--- config.mk ---
export PLATFORM = sky130hd
export DESIGN_NAME = wb_pipe
export DESIGN_NICKNAME = d
export VERILOG_FILES = /design/src/rtl/wb_pipe_pkg.sv /design/src/rtl/wb_pipe_load_align.sv /design/src/rtl/wb_pipe.sv
export SDC_FILE = /design/constraint.sdc
export NUM_CORES = 1
export LEC_CHECK = 0
export CORE_ASPECT_RATIO = 1.75
export CORE_UTILIZATION = 30
export CTS_CLUSTER_DIAMETER = 40
export DETAILED_ROUTE_END_ITERATION = 6
export GPL_TIMING_DRIVEN = 0
export PLACE_DENSITY = 0.65
export SYNTH_ARGS = -nofsm -noshare
export SYNTH_HDL_FRONTEND = slang
export SYNTH_HIERARCHICAL = 1
export SYNTH_SLANG_ARGS = --single-unit
--- constraint.sdc ---
create_clock -name clk_i -period 2.92 [get_ports clk_i]
set_clock_uncertainty 0.2 [all_clocks]
set_input_delay 0.584 -clock clk_i [delete_from_list [all_inputs] [get_ports clk_i]]
set_output_delay 0.584 -clock clk_i [all_outputs]
set_load 0.01 [all_outputs]
--- src/rtl/wb_pipe_pkg.sv ---
// Shared types for the hxd32 writeback stage: register-write source select,
// DRAM load operation codes and the writeback FSM state encoding.
package wb_pipe_pkg;

   // Source of the register-file write data. Code 2'd3 is unused.
   typedef enum logic [1:0] {
      RD_WR_ALU     = 2'd0,
      RD_WR_DRAM    = 2'd1,
      RD_WR_PC_NEXT = 2'd2
   } reg_op_enum;

   // DRAM load widths. Codes 0..4 are the original set. WU and D are appended
   // so existing encodings keep their values. Code 3'd7 is unused.
   typedef enum logic [2:0] {
      DRAM_RD_B  = 3'd0,
      DRAM_RD_H  = 3'd1,
      DRAM_RD_W  = 3'd2,
      DRAM_RD_BU = 3'd3,
      DRAM_RD_HU = 3'd4,
      DRAM_RD_WU = 3'd5,
      DRAM_RD_D  = 3'd6
   } ram_op_enum;

   typedef enum logic {
      IDLE = 1'b0,
      WAIT = 1'b1
   } wb_state_t;

endpackage

--- src/rtl/wb_pipe_load_align.sv ---
// Combinational load aligner: selects the addressed byte lane of a DRAM word,
// sign- or zero-extends it to XLEN and flags misaligned accesses.
module wb_load_align
   import wb_pipe_pkg::*;
#(
   parameter int unsigned XLEN = 32
) (
   input  logic [2:0]      sel_i,
   input  logic [2:0]      offset_i,
   input  logic [XLEN-1:0] raw_i,
   output logic [XLEN-1:0] data_o,
   output logic            misalign_o
);

   localparam logic [2:0] OFF_MASK = (XLEN == 64) ? 3'b111 : 3'b011;

   logic [2:0]      off;
   logic [XLEN-1:0] shifted;

   // Shift the addressed lane down to bit 0, then extend by operation width.
   always_comb begin
      // NOTE: every output gets a default before the case, so no path can
      // leave a signal unassigned and infer a latch.
      data_o     = '0;
      misalign_o = 1'b0;
      off        = offset_i & OFF_MASK;
      shifted    = raw_i >> {off, 3'b000};
      case (ram_op_enum'(sel_i))
         DRAM_RD_B:  data_o = XLEN'(signed'(shifted[7:0]));
         DRAM_RD_BU: data_o = XLEN'(shifted[7:0]);
         DRAM_RD_H: begin
            data_o     = XLEN'(signed'(shifted[15:0]));
            misalign_o = off[0];
         end
         DRAM_RD_HU: begin
            data_o     = XLEN'(shifted[15:0]);
            misalign_o = off[0];
         end
         DRAM_RD_W: begin
            data_o     = XLEN'(signed'(shifted[31:0]));
            misalign_o = (off[1:0] != 2'b00);
         end
         // WU and D only exist on 64-bit cores; on 32-bit they load zero.
         DRAM_RD_WU: begin
            if (XLEN == 64) begin
               data_o     = XLEN'(shifted[31:0]);
               misalign_o = (off[1:0] != 2'b00);
            end
         end
         DRAM_RD_D: begin
            if (XLEN == 64) begin
               data_o     = shifted;
               misalign_o = (off != 3'b000);
            end
         end
         default: data_o = '0;
      endcase
   end

endmodule

--- src/rtl/wb_pipe.sv ---
// Writeback stage: registers ALU/PC-next results, or waits for a DRAM read
// response and writes the aligned load value. Reports misaligned loads and
// loads that never receive a response.
module wb_pipe
   import wb_pipe_pkg::*;
#(
   parameter int unsigned XLEN           = 32,
   parameter int unsigned TIMEOUT_CYCLES = 255
) (
   input  logic            clk_i,
   input  logic            rst_n_i,
   input  logic            in_valid_i,
   output logic            in_ready_o,
   input  logic            rd_wr_en_i,
   input  logic [4:0]      rd_wr_addr_i,
   input  logic [1:0]      rd_wr_sel_i,
   input  logic [XLEN-1:0] pc_next_i,
   input  logic [XLEN-1:0] alu_data_i,
   input  logic [2:0]      dram_rd_sel_i,
   input  logic [2:0]      dram_addr_i,
   input  logic            dram_rsp_valid_i,
   input  logic [XLEN-1:0] dram_rsp_data_i,
   output logic            rd_wr_en_o,
   output logic [4:0]      rd_wr_addr_o,
   output logic [XLEN-1:0] rd_wr_data_o,
   output logic            misalign_o,
   output logic            timeout_o
);

   localparam int unsigned    CNT_W    = (TIMEOUT_CYCLES > 1) ? $clog2(TIMEOUT_CYCLES) : 1;
   localparam logic [CNT_W-1:0] CNT_LAST = (TIMEOUT_CYCLES > 0) ? CNT_W'(TIMEOUT_CYCLES - 1) : '0;
   localparam bit             TO_EN    = (TIMEOUT_CYCLES != 0);

   wb_state_t        state_q, state_d;
   logic [CNT_W-1:0] cnt_q, cnt_d;
   logic             ld_en_q, ld_en_d;
   logic [4:0]       ld_addr_q, ld_addr_d;
   logic [2:0]       ld_sel_q, ld_sel_d;
   logic [2:0]       ld_off_q, ld_off_d;
   logic             wr_en_q, wr_en_d;
   logic [4:0]       wr_addr_q, wr_addr_d;
   logic [XLEN-1:0]  wr_data_q, wr_data_d;
   logic             misalign_q, misalign_d;
   logic             timeout_q, timeout_d;

   logic [XLEN-1:0]  ld_data;
   logic             ld_misalign;

   wb_load_align #(.XLEN(XLEN)) u_align (
      .sel_i      (ld_sel_q),
      .offset_i   (ld_off_q),
      .raw_i      (dram_rsp_data_i),
      .data_o     (ld_data),
      .misalign_o (ld_misalign)
   );

   assign in_ready_o   = (state_q == IDLE);
   assign rd_wr_en_o   = wr_en_q;
   assign rd_wr_addr_o = wr_addr_q;
   assign rd_wr_data_o = wr_data_q;
   assign misalign_o   = misalign_q;
   assign timeout_o    = timeout_q;

   // Next-state and output logic: strobes default low, write data holds.
   always_comb begin
      state_d    = state_q;
      cnt_d      = cnt_q;
      ld_en_d    = ld_en_q;
      ld_addr_d  = ld_addr_q;
      ld_sel_d   = ld_sel_q;
      ld_off_d   = ld_off_q;
      wr_en_d    = 1'b0;
      wr_addr_d  = wr_addr_q;
      wr_data_d  = wr_data_q;
      misalign_d = 1'b0;
      timeout_d  = 1'b0;
      case (state_q)
         IDLE: begin
            if (in_valid_i) begin
               if (reg_op_enum'(rd_wr_sel_i) == RD_WR_DRAM) begin
                  ld_en_d   = rd_wr_en_i && (rd_wr_addr_i != 5'd0);
                  ld_addr_d = rd_wr_addr_i;
                  ld_sel_d  = dram_rd_sel_i;
                  ld_off_d  = dram_addr_i;
                  cnt_d     = '0;
                  state_d   = WAIT;
               end else begin
                  wr_en_d = rd_wr_en_i && (rd_wr_addr_i != 5'd0);
                  if (wr_en_d) begin
                     wr_addr_d = rd_wr_addr_i;
                     case (reg_op_enum'(rd_wr_sel_i))
                        RD_WR_ALU:     wr_data_d = alu_data_i;
                        RD_WR_PC_NEXT: wr_data_d = pc_next_i;
                        default:       wr_data_d = '0;
                     endcase
                  end
               end
            end
         end
         WAIT: begin
            if (dram_rsp_valid_i) begin
               state_d = IDLE;
               if (ld_misalign) begin
                  misalign_d = 1'b1;
               end else if (ld_en_q) begin
                  wr_en_d   = 1'b1;
                  wr_addr_d = ld_addr_q;
                  wr_data_d = ld_data;
               end
            end else if (TO_EN && (cnt_q == CNT_LAST)) begin
               timeout_d = 1'b1;
               state_d   = IDLE;
            end else begin
               cnt_d = cnt_q + CNT_W'(1);
            end
         end
         default: state_d = IDLE;
      endcase
   end

   // State, load context and registered outputs.
   always_ff @(posedge clk_i or negedge rst_n_i) begin
      if (!rst_n_i) begin
         state_q    <= IDLE;
         cnt_q      <= '0;
         ld_en_q    <= 1'b0;
         ld_addr_q  <= '0;
         ld_sel_q   <= '0;
         ld_off_q   <= '0;
         wr_en_q    <= 1'b0;
         wr_addr_q  <= '0;
         wr_data_q  <= '0;
         misalign_q <= 1'b0;
         timeout_q  <= 1'b0;
      end else begin
         // NOTE: non-blocking assignments so every register samples the
         // pre-edge values computed by the combinational block.
         state_q    <= state_d;
         cnt_q      <= cnt_d;
         ld_en_q    <= ld_en_d;
         ld_addr_q  <= ld_addr_d;
         ld_sel_q   <= ld_sel_d;
         ld_off_q   <= ld_off_d;
         wr_en_q    <= wr_en_d;
         wr_addr_q  <= wr_addr_d;
         wr_data_q  <= wr_data_d;
         misalign_q <= misalign_d;
         timeout_q  <= timeout_d;
      end
   end

endmodule

# Yosys cells after proc, flatten, opt, wreduce, memory -nomap -nowiden
# Cells that the tools add are included.
[totals]
regBits = 60
output_inout_bits = 41
word_cells = 78
[op_classes]
add_sub_neg = 1
eq_ne = 16
shift = 1
n_mux = 39
bitwise_logic = 1
reduce_logical = 9
[op_table]
columns = ["cell", "n"]
rows = [
  ["32-bit two-way mux", 6],
  ["32-bit one-hot mux with 5 select lines", 1],
  ["32-bit one-hot mux with 2 select lines", 2],
  ["8-bit two-way mux", 4],
  ["32-bit by 5-bit right shift with 32-bit output", 1],
  ["5-bit two-way mux", 6],
  ["8-bit one-hot mux with 2 select lines", 1],
  ["1-bit two-way mux", 15],
  ["2-bit inequality test, second input constant", 6],
  ["5-bit one-hot mux with 2 select lines", 1],
  ["8-bit by 1-bit adder with 8-bit output, second input constant", 1],
  ["8-bit == test, second input constant", 1],
  ["3-bit by 2-bit == test with 1-bit output, second input constant", 2],
  ["2-bit by 1-bit inequality test with 1-bit output, second input constant", 3],
  ["1-bit one-hot mux with 2 select lines", 3],
  ["6-bit AND reduction", 1],
  ["5-bit nonzero test", 1],
  ["4-bit AND reduction", 1],
  ["3-bit by 1-bit == test with 1-bit output, second input constant", 1],
  ["3-bit == test, second input constant", 1],
  ["3-bit zero test", 1],
  ["3-bit AND reduction", 1],
  ["2-bit by 1-bit == test with 1-bit output, second input constant", 1],
  ["2-bit == test, second input constant", 1],
  ["other kinds (5)", 5],
]

# Longest topological paths before layout
[depth]
word_depth = 6
depth_mapped = 10

# Hierarchy
# The synthesis kept the hierarchy.
[modules_own_cells]
columns = ["mod", "n_inst", "cells_per_inst", "area_per_inst_um2", "seq_area_each_um2"]
rows = [
  ["wb_pipe", 1, 301, 3226.8, 1526.5],
  ["wb_load_align", 1, 106, 814.5, 0.0],
]

# Worst setup path before layout
# No wires, ideal clock.
[synth_path]
path_kind = "flip-flop to flip-flop"
start = "register ld_off_q[0]"
end = "register wr_addr_q[4], in the netlist rd_wr_addr_o[4]"
setup_time_ns = 0.125
arrival_time_ns = 1.915
setup_slack_ns = 0.680
path_stages_with_launch = 11
period_less_slack_ns = 2.240
path_cell_list = "dfrtp_1 > buf_6 > buf_4 > buf_2 > a21oi_1 > o32ai_1 > nand4b_1 > o21ai_2 > buf_6 > buf_12 > mux2_4"
[synth_via]
elab_chain_cells = 4
[synth_lines]
columns = ["item", "line_no", "text"]
rows = [
  ["start, declared", "wb_pipe.sv:39", "logic [2:0] ld_off_q, ld_off_d;"],
  ["start signal, assigned", "wb_pipe.sv:143", "ld_off_q <= ld_off_d;"],
  ["2-bit nonzero test", "wb_pipe_load_align.sv:41", "misalign_o = (off[1:0] != 2'b00);"],
  ["1-bit one-hot mux with 2 select lines *", "wb_pipe_load_align.sv:28", "case (ram_op_enum'(sel_i))"],
  ["named net ld_misalign", "wb_pipe.sv:47", "logic ld_misalign;"],
  ["2-bit inequality test (no line) *", "--", ""],
  ["6-bit AND reduction (no line) *", "--", ""],
  ["end signal, assigned", "wb_pipe.sv:145", "wr_addr_q <= wr_addr_d;"],
  ["end, declared", "wb_pipe.sv:41", "logic [4:0] wr_addr_q, wr_addr_d;"],
]
# Mark *: on every way through the listed nets, which the timed path passes. The rest lies on a longest branch.
# A chain may end at the register's enable or synchronous reset.

# Worst setup path after layout
[layout_path]
start = "register ld_off_q[0]"
end = "register wr_data_q[24], in the netlist rd_wr_data_o[24]"
[layout_rtl]
columns = ["item", "line_no", "text"]
rows = [
  ["2-bit nonzero test", "wb_pipe_load_align.sv:41", ""],
  ["1-bit one-hot mux with 2 select lines *", "wb_pipe_load_align.sv:28", ""],
  ["named net ld_misalign", "wb_pipe.sv:47", ""],
  ["2-bit inequality test (no line) *", "--", ""],
  ["6-bit AND reduction (no line) *", "--", ""],
  ["end signal, assigned", "wb_pipe.sv:146", "wr_data_q <= wr_data_d;"],
  ["end, declared", "wb_pipe.sv:42", "logic [XLEN-1:0] wr_data_q, wr_data_d;"],
]
# Mark *: on every way through the listed nets, which the timed path passes. The rest lies on a longest branch. The select of a mux whose other input is x is not followed.

==> run summary <==
Site Rows: 55
Layout cells sized above 1: 15.0%
Max-cap viol count: 0
Vias: 3,756
FF-to-FF setup slack: 0.28 ns
Final #Nets: 683
Setup crit start kind: flip-flop
Vias per cell: 5.06
GRT Residual Overflow: 0
CP Class: reg -> reg
Fillers: 1,201
Pre-CTS setup slack: 0.0711 ns
Final setup vio count: 0
CTS tree: built
CTS H-tree depth: 3
Skew-Pair Late Insertion Delay: 0.33 ns
Diodes inserted: 0
Data arrival time of the worst path: 2.64 ns
CTS clk-pin slew, worst paths: 0.06 ns
Initial DRT Pass Iterations: 5
Crit. End Element: flip-flop
Worst Slack Setup Final: 0.284 ns
1st-iter DRT viols: 156
Power per Cell Area: 624 mW/mm^2
DRT Wirelength: 13,500 um
Most frequent cells in the layout: 151 x clkdlybuf4s50_1, 71 x nand2_1, 60 x dfrtp_1, 52 x o21ai_0, 49 x mux2i_1
Num CTS Buffers: 9
Post-DR wirelength/cell: 18.1 um
Largest net degree at the start of global routing: 40
Min Clock Period, post-route: 2.64 ns
RR Startpoint: ld_off_q[0]$_DFFE_PN0P_
Hold Crit Class: in -> async
Overall die width: 89.3 um
Fmax: 379 MHz
Tcrit/Tclk final: 90.3%
IO Port Bufs: 152
DRC viols: 0
Max_slew headroom: 62.0%
Initial Util: 30.8%
# resized after CTS: 0
Net Count, Synth: 519
Design area: 0.00606 mm^2
Area Growth Syn to Fin: 51.3%
Vias in the first global route: 4,071
Crit Reg-Reg Endpoint: rd_wr_data_o[24]$_DFFE_PN0P_
Syn Area/Cell: 9.94 um^2
Synthesis warning total: 6
DPL Wire Length: 10,800 um
Post-route ant nets: 0
Clock sink total: 60
Total track usage: 20.2%
Static leakage: 0.00263 uW
Max VDD drop: 0.311 mV
Root buf cell: clkbuf_16
Worst-case clock buffer depth: 2
Placer congestion estimate: 0.908
Post-CTS Setup Bufs: 0
Area of the mapped netlist: 0.00401 mm^2
Final-report hold violation count: 0
Hold-fix buffers at CTS: 0
Die area: 0.0138 mm^2
Slew Viols, Final: 0
RSZ-0062 raised after global routing: false
Die Ht: 155 um
Ports: 155
Most common cell after layout, fill and taps aside: clkdlybuf4s50_1
Core area: 0.0130 mm^2
First-pass GRT wire length: 20,700 um
Status: completed
Worst-Margin Slew: 0.569 ns
Worst Reg-to-Reg Cells: 10
Crit Path Max Fanout: 10
Placed Area: 0.00576 mm^2
Mapped Cells: 403
Antenna violations before repair: 0
Crit path required time: 2.92 ns
[how the worst max path moves through the flow]
stage,from,end,slack (ns)
after floorplan,ld_off_q[0]$_DFFE_PN0P_,rd_wr_addr_o[4]$_DFFE_PN0P_,0.68
after global routing,ld_off_q[0]$_DFFE_PN0P_,rd_wr_data_o[26]$_DFFE_PN0P_,0.18
after CTS,ld_off_q[0]$_DFFE_PN0P_,rd_wr_data_o[24]$_DFFE_PN0P_,0.29
final,ld_off_q[0]$_DFFE_PN0P_,rd_wr_data_o[24]$_DFFE_PN0P_,0.28
after detailed placement,rd_wr_addr_i[2],rd_wr_data_o[24]$_DFFE_PN0P_,0.07
after global placement,rst_n_i,rd_wr_addr_o[0]$_DFFE_PN0P_,-0.87
[report_power, final]
group	switching, uW	total (uW)	internal, uW
combinational	682	1540	854
sequential	126	1160	1040
clock	380	1080	704
total	1190	3780	2590
[state kept, by name, summed over array words and instances, names as in the netlist]
name	flops
cnt_q	8
ld_sel_q	3
ld_off_q	2
timeout_o	1
rd_wr_data_o	32
rd_wr_addr_o	5
ld_en_q	1
misalign_o	1
state_q	1
rd_wr_en_o	1
ld_addr_q	5
[layout make-up]
cell class,count,area [um^2],share of cell area (%)
Timing Repair Buffer,153,1540,25.4
Multi-Input combinational cell,313,2330,38.4
Tap cell,171,214,3.53
Clock inverter,4,47.5,0.785
Sequential cell,60,1500,24.8
Clock buffer,12,256,4.23
Buffer,27,166,2.75
Inverter,3,11.3,0.186
[per-stage QoR]
step           TNS, ns  hold WS (ns)  utilization (%)  cells  power [uW]
2_1_floorplan        0        0.0884                -    403        1980
3_3_place_gp    -51.78         0.254             44.1    726        2670
3_5_place_dp         0         0.258             44.3    727        2710
4_1_cts              0        0.0480             46.6    743        3810
5_1_grt              0        0.0704             46.6    743        3980
6_report             0        0.0353             46.6    743        3780
[worst max-delay path: stages, from the launching register on]
cell      delay (ns)
dfrtp_1         0.36
buf_6           0.17
buf_4           0.21
buf_2           0.26
nand2_1         0.08
o32ai_1         0.32
nand4b_1        0.18
o21ai_2         0.09
buf_6           0.17
buf_12          0.16
mux2_4          0.30
[metal layers]
metal / share of wire [%] / wire [um] / GRT usage [%]
met5: 0 / 0 / 0
met2: 56 / 7560 / 38.2
met4: 2.9 / 385 / 8.39
met3: 4.7 / 633 / 2.92
met1: 36 / 4900 / 21.5
Power figures use the tool's default switching activity.
